**config.mk**
```make
export PLATFORM = sky130hd
export DESIGN_NAME = wb_regfile
export DESIGN_NICKNAME = d
export VERILOG_FILES = /design/src/rtl/wb_regfile.sv
export SDC_FILE = /design/constraint.sdc
export NUM_CORES = 2
export LEC_CHECK = 0
export CAP_MARGIN = 20
export CORE_MARGIN = 2
export CORE_UTILIZATION = 60
export CTS_BUF_LIST = sky130_fd_sc_hd__clkbuf_4 sky130_fd_sc_hd__clkbuf_8 sky130_fd_sc_hd__clkbuf_16
export DETAILED_ROUTE_END_ITERATION = 6
export GPL_ROUTABILITY_DRIVEN = 1
export PLACE_DENSITY = 0.91
export SLEW_MARGIN = 20
export SYNTH_ARGS = -nofsm -noshare
export SYNTH_HDL_FRONTEND = slang
export SYNTH_SLANG_ARGS = --single-unit
```
**constraint.sdc**
```tcl
create_clock -name clk -period 3.3 [get_ports clk]
set_input_delay 0.495 -clock clk [delete_from_list [all_inputs] [get_ports clk]]
set_output_delay 0.495 -clock clk [all_outputs]
set_load 0.005 [all_outputs]
```
**src/rtl/wb_regfile.sv**
```systemverilog
// Writeback stage: selects the writeback value, commits it to a 32 x 32-bit
// register file with same-cycle read bypass, owns the PC register and counts
// committed register writes.
module wb_regfile #(
  parameter logic [31:0] RESET_PC = 32'h0000_0000
) (
  input  logic        clk,
  input  logic        reset,
  input  logic        in_Jump,
  input  logic        in_MemtoReg,
  input  logic        in_RegWrite,
  input  logic [27:0] in_JumpAddress,
  input  logic [31:0] in_AddFour,
  input  logic [31:0] in_Adder,
  input  logic        in_ANDGate,
  input  logic [31:0] in_ReadData,
  input  logic [31:0] in_ALU,
  input  logic [4:0]  in_WriteRegister,
  input  logic        in_Stall,
  input  logic [4:0]  in_ReadRegister1,
  input  logic [4:0]  in_ReadRegister2,
  output logic [31:0] out_ReadData1,
  output logic [31:0] out_ReadData2,
  output logic [31:0] out_WriteData,
  output logic [31:0] out_PC,
  output logic [31:0] out_WBCount
);

  logic [31:0] regs_q [32];
  logic [31:0] regs_d [32];
  logic [31:0] pc_q, pc_d;
  logic [31:0] wb_count_q, wb_count_d;
  logic        commit;

  // Writeback value select and commit qualification (reset drops the write)
  always_comb begin
    out_WriteData = in_MemtoReg ? in_ReadData : in_ALU;
    commit        = in_RegWrite && (in_WriteRegister != 5'd0) && !reset;
  end

  // Register array and counter next state
  always_comb begin
    regs_d     = regs_q;
    wb_count_d = wb_count_q;
    if (commit) begin
      regs_d[in_WriteRegister] = out_WriteData;
      wb_count_d               = wb_count_q + 32'd1;
    end
  end

  // Next-PC priority mux: stall, jump, branch, sequential
  always_comb begin
    pc_d = in_AddFour;
    if (in_Stall) begin
      pc_d = pc_q;
    end else if (in_Jump) begin
      pc_d = {in_AddFour[31:28], in_JumpAddress};
    end else if (in_ANDGate) begin
      pc_d = in_Adder;
    end
  end

  // State registers with synchronous reset
  always_ff @(posedge clk) begin
    if (reset) begin
      for (int i = 0; i < 32; i++) begin
        regs_q[i] <= 32'd0;
      end
      pc_q       <= RESET_PC;
      wb_count_q <= 32'd0;
    end else begin
      for (int i = 0; i < 32; i++) begin
        regs_q[i] <= regs_d[i];
      end
      pc_q       <= pc_d;
      wb_count_q <= wb_count_d;
    end
  end

  // Read ports: register 0 is zero, in-flight commit bypasses the array
  always_comb begin
    if (in_ReadRegister1 == 5'd0) begin
      out_ReadData1 = 32'd0;
    end else if (commit && (in_ReadRegister1 == in_WriteRegister)) begin
      out_ReadData1 = out_WriteData;
    end else begin
      out_ReadData1 = regs_q[in_ReadRegister1];
    end

    if (in_ReadRegister2 == 5'd0) begin
      out_ReadData2 = 32'd0;
    end else if (commit && (in_ReadRegister2 == in_WriteRegister)) begin
      out_ReadData2 = out_WriteData;
    end else begin
      out_ReadData2 = regs_q[in_ReadRegister2];
    end
  end

  assign out_PC      = pc_q;
  assign out_WBCount = wb_count_q;

endmodule

```
==> summary.md, run 1 <==
| Metric | Value |
|---|---|
| Largest net degree at the start of global routing | `257` |
| GPL Wtd Cong | `about 0.98` |
| Synth Warn # | `0` |
| Initial core utilization | `approximately 60%` |
| Global Route Usage Sum | `82.0%` |
| EDFF count, synth | `0` |
| Clock buffer depth | `3` |
| Port bufs | `337` |
| Synth cell types | `45` |
| CTS root buffer | `clkbuf_16` |
| Placed Instances | `roughly 7.1k` |
| Status | `aborted with a tool error` |
| Worst_ep grt | `out_ReadData1[23]` |
| Synth Area per Inst | `between 9 and 10 µm²` |
| H-tree level count | `3` |
| Synth Cell Area | `around 0.055 mm²` |
| Ys flop type | `dfxtp_1` |
| Initial antenna violation count | `51` |
| Die width | `307 µm` |
| WEP type | `output port` |
| Cells after synthesis | `about 5.8k` |
| Grt ovf | `around 330` |
| CTS Sinks | `1088` |
| Post-synthesis sequential area ratio | `between 30 and 40%` |
| Tool Error | `[ERROR GRT-0232] Routing congestion too high. Check the congestion heatmap in the GUI.` |
| Site row count | `111` |
| Die height | `307 µm` |
| Syn_nets | `6005` |
| Failing step | `5_1_grt` |
| IO Pins | `around 340` |
| Yosys reg bits | `about 1.1k` |
| Dpl hpwl | `roughly 120000 µm` |
| Async SR Flop Fraction | `0%` |
| Total CTS buffers | `108` |
## per-stage QoR
step	instance area (µm²)	setup slack (ps)	utilization, %	hold slack (ps)
2_1_floorplan	55100	502	-	446
3_3_place_gp	62800	-666	68.8	460
3_5_place_dp	62800	-691	68.8	467
4_1_cts	67600	-117	74.1	456
## layer usage
| layer | overflow | track usage (%) |
|---|---|---|
| met1 | 27 | 79.0 |
| met2 | 122 | 91.9 |
| met3 | 52 | 78.2 |
| met4 | 122 | 76.6 |
| met5 | 6 | 71.1 |
## kinds of logic after synthesis
logic type               after synthesis  synth area share [%]
AO/OA/AOI/OAI                       1501                  19.2
XOR/XNOR                              28                 0.445
adder cells (fa/ha/maj)                1                0.0227
buffers and inverters                713                  5.04
flip-flops                          1088                  39.6
multiplexers                         923                  23.5
AND/OR/NAND/NOR                     1572                  12.2
## cells in the mapped netlist (2+ instances only)
cell	count	area (µm²)
clkbuf_1	562	2110
nand2b_1	10	62.6
xor2_1	16	140
nand3_1	17	85.1
nand2_1	49	184
or2_1	4	25.0
or3_1	12	75.1
o21ai_1	40	200
buf_1	43	161
a211oi_1	1022	7670
mux4_2	256	5770
nor2b_1	100	626
nand4_1	8	50.1
or4_1	3	22.5
mux2i_1	274	2740
o21ai_0	91	455
inv_1	34	128
o22ai_1	195	1220
dfxtp_1	1088	21800
nor4_1	64	400
a31oi_1	2	12.5
a21oi_1	78	390
mux2_2	72	811
xnor2_1	12	105
and4_1	4	35.0
nand3b_1	38	285
nor3b_1	3	22.5
nor2_1	1176	4410
o31ai_1	2	15.0
o2111ai_1	3	26.3
buf_2	72	360
and3_1	3	18.8
nor3_1	77	385
a2111oi_0	62	543
mux2_1	321	3610
o2111a_1	4	45.0
## repair_timing
item / 4_1_cts
setup endpoints to repair: 64
endpoints found under the hold margin: 0
hold buffers: 0
buffers inserted: 22
resized for setup: 214
pin swaps: 31
cloned: 7
==> run 2: changes to the inputs <==
--- a/config.mk
+++ b/config.mk
@@ -7,11 +7,10 @@
 export LEC_CHECK = 0
 export CAP_MARGIN = 20
 export CORE_MARGIN = 2
-export CORE_UTILIZATION = 60
-export CTS_BUF_LIST = sky130_fd_sc_hd__clkbuf_4 sky130_fd_sc_hd__clkbuf_8 sky130_fd_sc_hd__clkbuf_16
+export CORE_UTILIZATION = 40
 export DETAILED_ROUTE_END_ITERATION = 6
 export GPL_ROUTABILITY_DRIVEN = 1
-export PLACE_DENSITY = 0.91
+export PLACE_DENSITY_LB_ADDON = 0.15
 export SLEW_MARGIN = 20
 export SYNTH_ARGS = -nofsm -noshare
 export SYNTH_HDL_FRONTEND = slang
==> run 2 against run 1 <==
Synthesized cell count stayed put. The run now ends clean. Synthesized area did not move.
==> summary.md, run 2 <==
| Metric | Value |
|---|---|
| Worst setup SP type | `primary input` |
| Die height | `375 µm (was 307 µm)` |
| Hold Path Stages | `3` |
| P per Cell Area | `between 400 and 500 mW/mm²` |
| Final setup violation count | `0` |
| Power Internal | `about 24 mW` |
| Ys flop type | `dfxtp_1 (unchanged)` |
| Min Hold Slack | `approximately 290 ps` |
| Clk_lat worst skew | `slightly below 800 ps` |
| Static Leak | `~25 nW` |
| Max-slew headroom | `a little under a third` |
| Vias | `48.9k` |
| Worst Tran Pin Value | `1030 ps` |
| Clock Pin Slew Worst Setup and Hold Paths | `roughly 60 ps` |
| Core area | `between 0.1 and 0.15 mm²` |
| Initial antenna violation count | `3` |
| Worst endpoint required time | `about 2800 ps` |
| Cell with the most instances after synthesis | `nor2_1 (unchanged)` |
| IO Pins | `338 (unchanged)` |
| Grt ovf | `0` |
| Port bufs | `337 (unchanged)` |
| Syn-to-layout area delta | `29.5%` |
| Initial DRC Count | `between 4k and 5k` |
| NetSw | `between 8 and 9 mW` |
| Async SR Flop Fraction | `0% (unchanged)` |
| Ordered cell list for the critical path | `buf_8 > buf_16 > buf_16 > buf_12 > mux4_2 > mux2i_1 > nor2_2 > nor4_4 > buf_4 > a21oi_1 > dlygate4sd2_1` |
| Final Max Slew Viols | `0` |
| Clock buffer depth | `3 (unchanged)` |
| Syn_nets | `6005 (unchanged)` |
| Crit path top cell by count | `buf_16` |
| Top-area cell type share of the netlist area | `39.6% (unchanged)` |
| Critical path fanouts, max | `11` |
| Die width | `375 µm (was 307 µm)` |
| Drt wl/cell | `around 26 µm` |
| Site row count | `136 (was 111)` |
| Synth cell count leaders | `1176 x nor2_1, 1088 x dfxtp_1, 1022 x a211oi_1, 562 x clkbuf_1, 321 x mux2_1 (unchanged)` |
| Synth Warn # | `0 (unchanged)` |
| Clk pwr share | `between 40% and 50%` |
| Largest net degree at the start of global routing | `approximately 210` |
| Critical path endpoint category | `primary output` |
| Total CTS buffers | `131 (was 108)` |
| Hold_buf cts | `0 (unchanged)` |
| Comb power frac | `roughly an eighth` |
| Worst hold path type | `primary input to register` |
| CTS Sinks | `1088 (unchanged)` |
| Tcrit/Tclk final | `between 90% and 100%` |
| Tmin final | `between 3000 and 4000 ps` |
| Yosys reg bits | `1088 (unchanged)` |
| CP arrival | `~2800 ps` |
| VDD IR-drop max | `between 400 and 500 µV` |
| GPL Wtd Cong | `0.878 (was 0.978)` |
| Vias in the first global route | `46.7k` |
| Fmax | `roughly 0.31 GHz` |
| CP max stage delay | `490 ps` |
| Worst Slack Setup Final | `~22 ps` |
| Global Route Usage Sum | `a little under 30%` |
| Status | `complete, no violations (was aborted with a tool error)` |
| Initial core utilization | `40.2% (was 60.4%)` |
| Remaining antenna violation count after routing | `0` |
| Max reg flops | `about 1k` |
| CTS tree | `done` |
| Final Hold Fails | `0` |
| Global-route wire length before repair | `about 310000 µm` |
| Worst Clk Skew | `8.50 ps` |
| DRT Wirelength | `approximately 210000 µm` |
| Switching share of power | `between 20% and 30%` |
| Reg power frac | `between 40% and 50%` |
| Post-synthesis sequential area ratio | `39.6% (unchanged)` |
| Drt first pass iters | `6` |
| Placement Setup Slack | `-630 ps (was -691 ps)` |
| Dpl hpwl | `138000 µm (was 125000 µm)` |
| CTS root buffer | `clkbuf_16 (unchanged)` |
| Maxcap violations | `0` |
| Die area | `roughly 0.14 mm²` |
| Cells after synthesis | `5826 (unchanged)` |
| CP Class | `primary input to primary output` |
| Synth Cell Area | `0.0551 mm² (unchanged)` |
| Synth top area cells | `dfxtp_1 40%, a211oi_1 14%, mux4_2 10%, nor2_1 8.0%, mux2_1 6.6% (unchanged)` |
| H-tree level count | `4 (was 3)` |
| Reg with most FFs | `regs_q` |
| Layout cells sized above 1 | `a little under a quarter` |
| Synth cell types | `45 (unchanged)` |
| Commonest non-fill, non-tap cell in the layout | `nor2_1` |
| EDFF count, synth | `0 (unchanged)` |
| Critical path's slowest cell | `mux4_2` |
| Routed vias/inst | `between 6 and 7` |
| Total Nets Final | `roughly 6.4k` |
| DRC viols | `0` |
| Most frequent cells in the layout | `1130 x nor2_1, 1082 x dfxtp_1, 1016 x a211oi_1, 454 x buf_4, 321 x mux2_1` |
| Area leader, netlist | `dfxtp_1 (unchanged)` |
| RSZ-0062 raised after global routing | `true` |
| R2R depth | `5` |
| Synth Area per Inst | `9.45 µm² (unchanged)` |
-- run 2: cell counts after synthesis --
Identical to the previous run, type by type.
-- run 2: cell type report --
class / instances / area (µm²)
diodes: 2 / 5.00
clock buffers: 189 / 3870
clock inverters: 48 / 572
fillers: 12326 / 65700
inverters: 34 / 128
multi-input cells: 4025 / 32600
flip-flops and latches: 1088 / 21800
well taps: 1794 / 2240
repair buffers: 961 / 10100
-- run 2: final timing paths --
check | slack (ps) | to | start
max | 20 | out_ReadData2[8] | in_ReadRegister2[0]
min | 290 | out_PC[1] | reset
max reg2reg | 790 | out_WBCount[27] | out_WBCount[5]
min reg2reg | 480 | regs_q[1013] | regs_q[1013]
-- run 2: critical path: cells and delay by family --
family	cells	cell delay, ps
AO/OA/AOI/OAI	1	60
multiplexers	2	680
buffers and inverters	6	1040
AND/OR/NAND/NOR	2	490
-- run 2: power groups by stage --
| stage | clock [mW] | sequential [mW] | combinational, mW |
|---|---|---|---|
| global route | 15.7 | 13.3 | 4.21 |
| detailed placement | 0 | 13.6 | 3.76 |
| CTS | 15.2 | 13.3 | 3.92 |
| finish | 15.0 | 13.3 | 4.03 |
| floorplan | 0 | 13.6 | 1.76 |
| global placement | 0 | 13.6 | 3.76 |
-- run 2: per-stage QoR --
step | setup TNS, ps | std cells | util [%] | total power [mW] | instance area (µm²)
global route | -22.2 | 8140 | 52.1 | 33.3 | 71300
global placement | -23240 | 7864 | 47.3 | 17.4 | 64800
floorplan | 0 | 5826 | - | 15.4 | 55100
finish | 0 | 8141 | 52.1 | 32.4 | 71300
detailed placement | -22580 | 7864 | 47.3 | 17.4 | 64800
CTS | -988 | 8122 | 51.6 | 32.5 | 70700
-- run 2: routing by layer --
layer / part of all wire, % / up-vias / track usage (%)
met5: 0.0056 / - / 0
met4: 2.9 / 2 / 9.06
met3: 7.2 / 319 / 5.32
met2: 45 / 1794 / 45.4
met1: 45 / 24228 / 41.4
li1: - / 22586 / -
-- run 2: cells by family after synthesis --
group | count (synthesis) | share of synthesized area (%)
flip-flops | 1088 | 39.6
multiplexers | 923 | 23.5
AO/OA/AOI/OAI | 1501 | 19.2
buffers and inverters | 713 | 5.04
AND/OR/NAND/NOR | 1572 | 12.2
adder cells (fa/ha/maj) | 1 | 0.0227
XOR/XNOR | 28 | 0.445
-- run 2: repair_timing --
action | in CTS | in global routing
pin swaps | 55 | 24
endpoints found under the setup margin | 64 | 45
setup buffers | 21 | 16
cloned | 2 | 3
gates resized for setup | 322 | 126
Note: power is estimated with default switching activity, not from simulation.
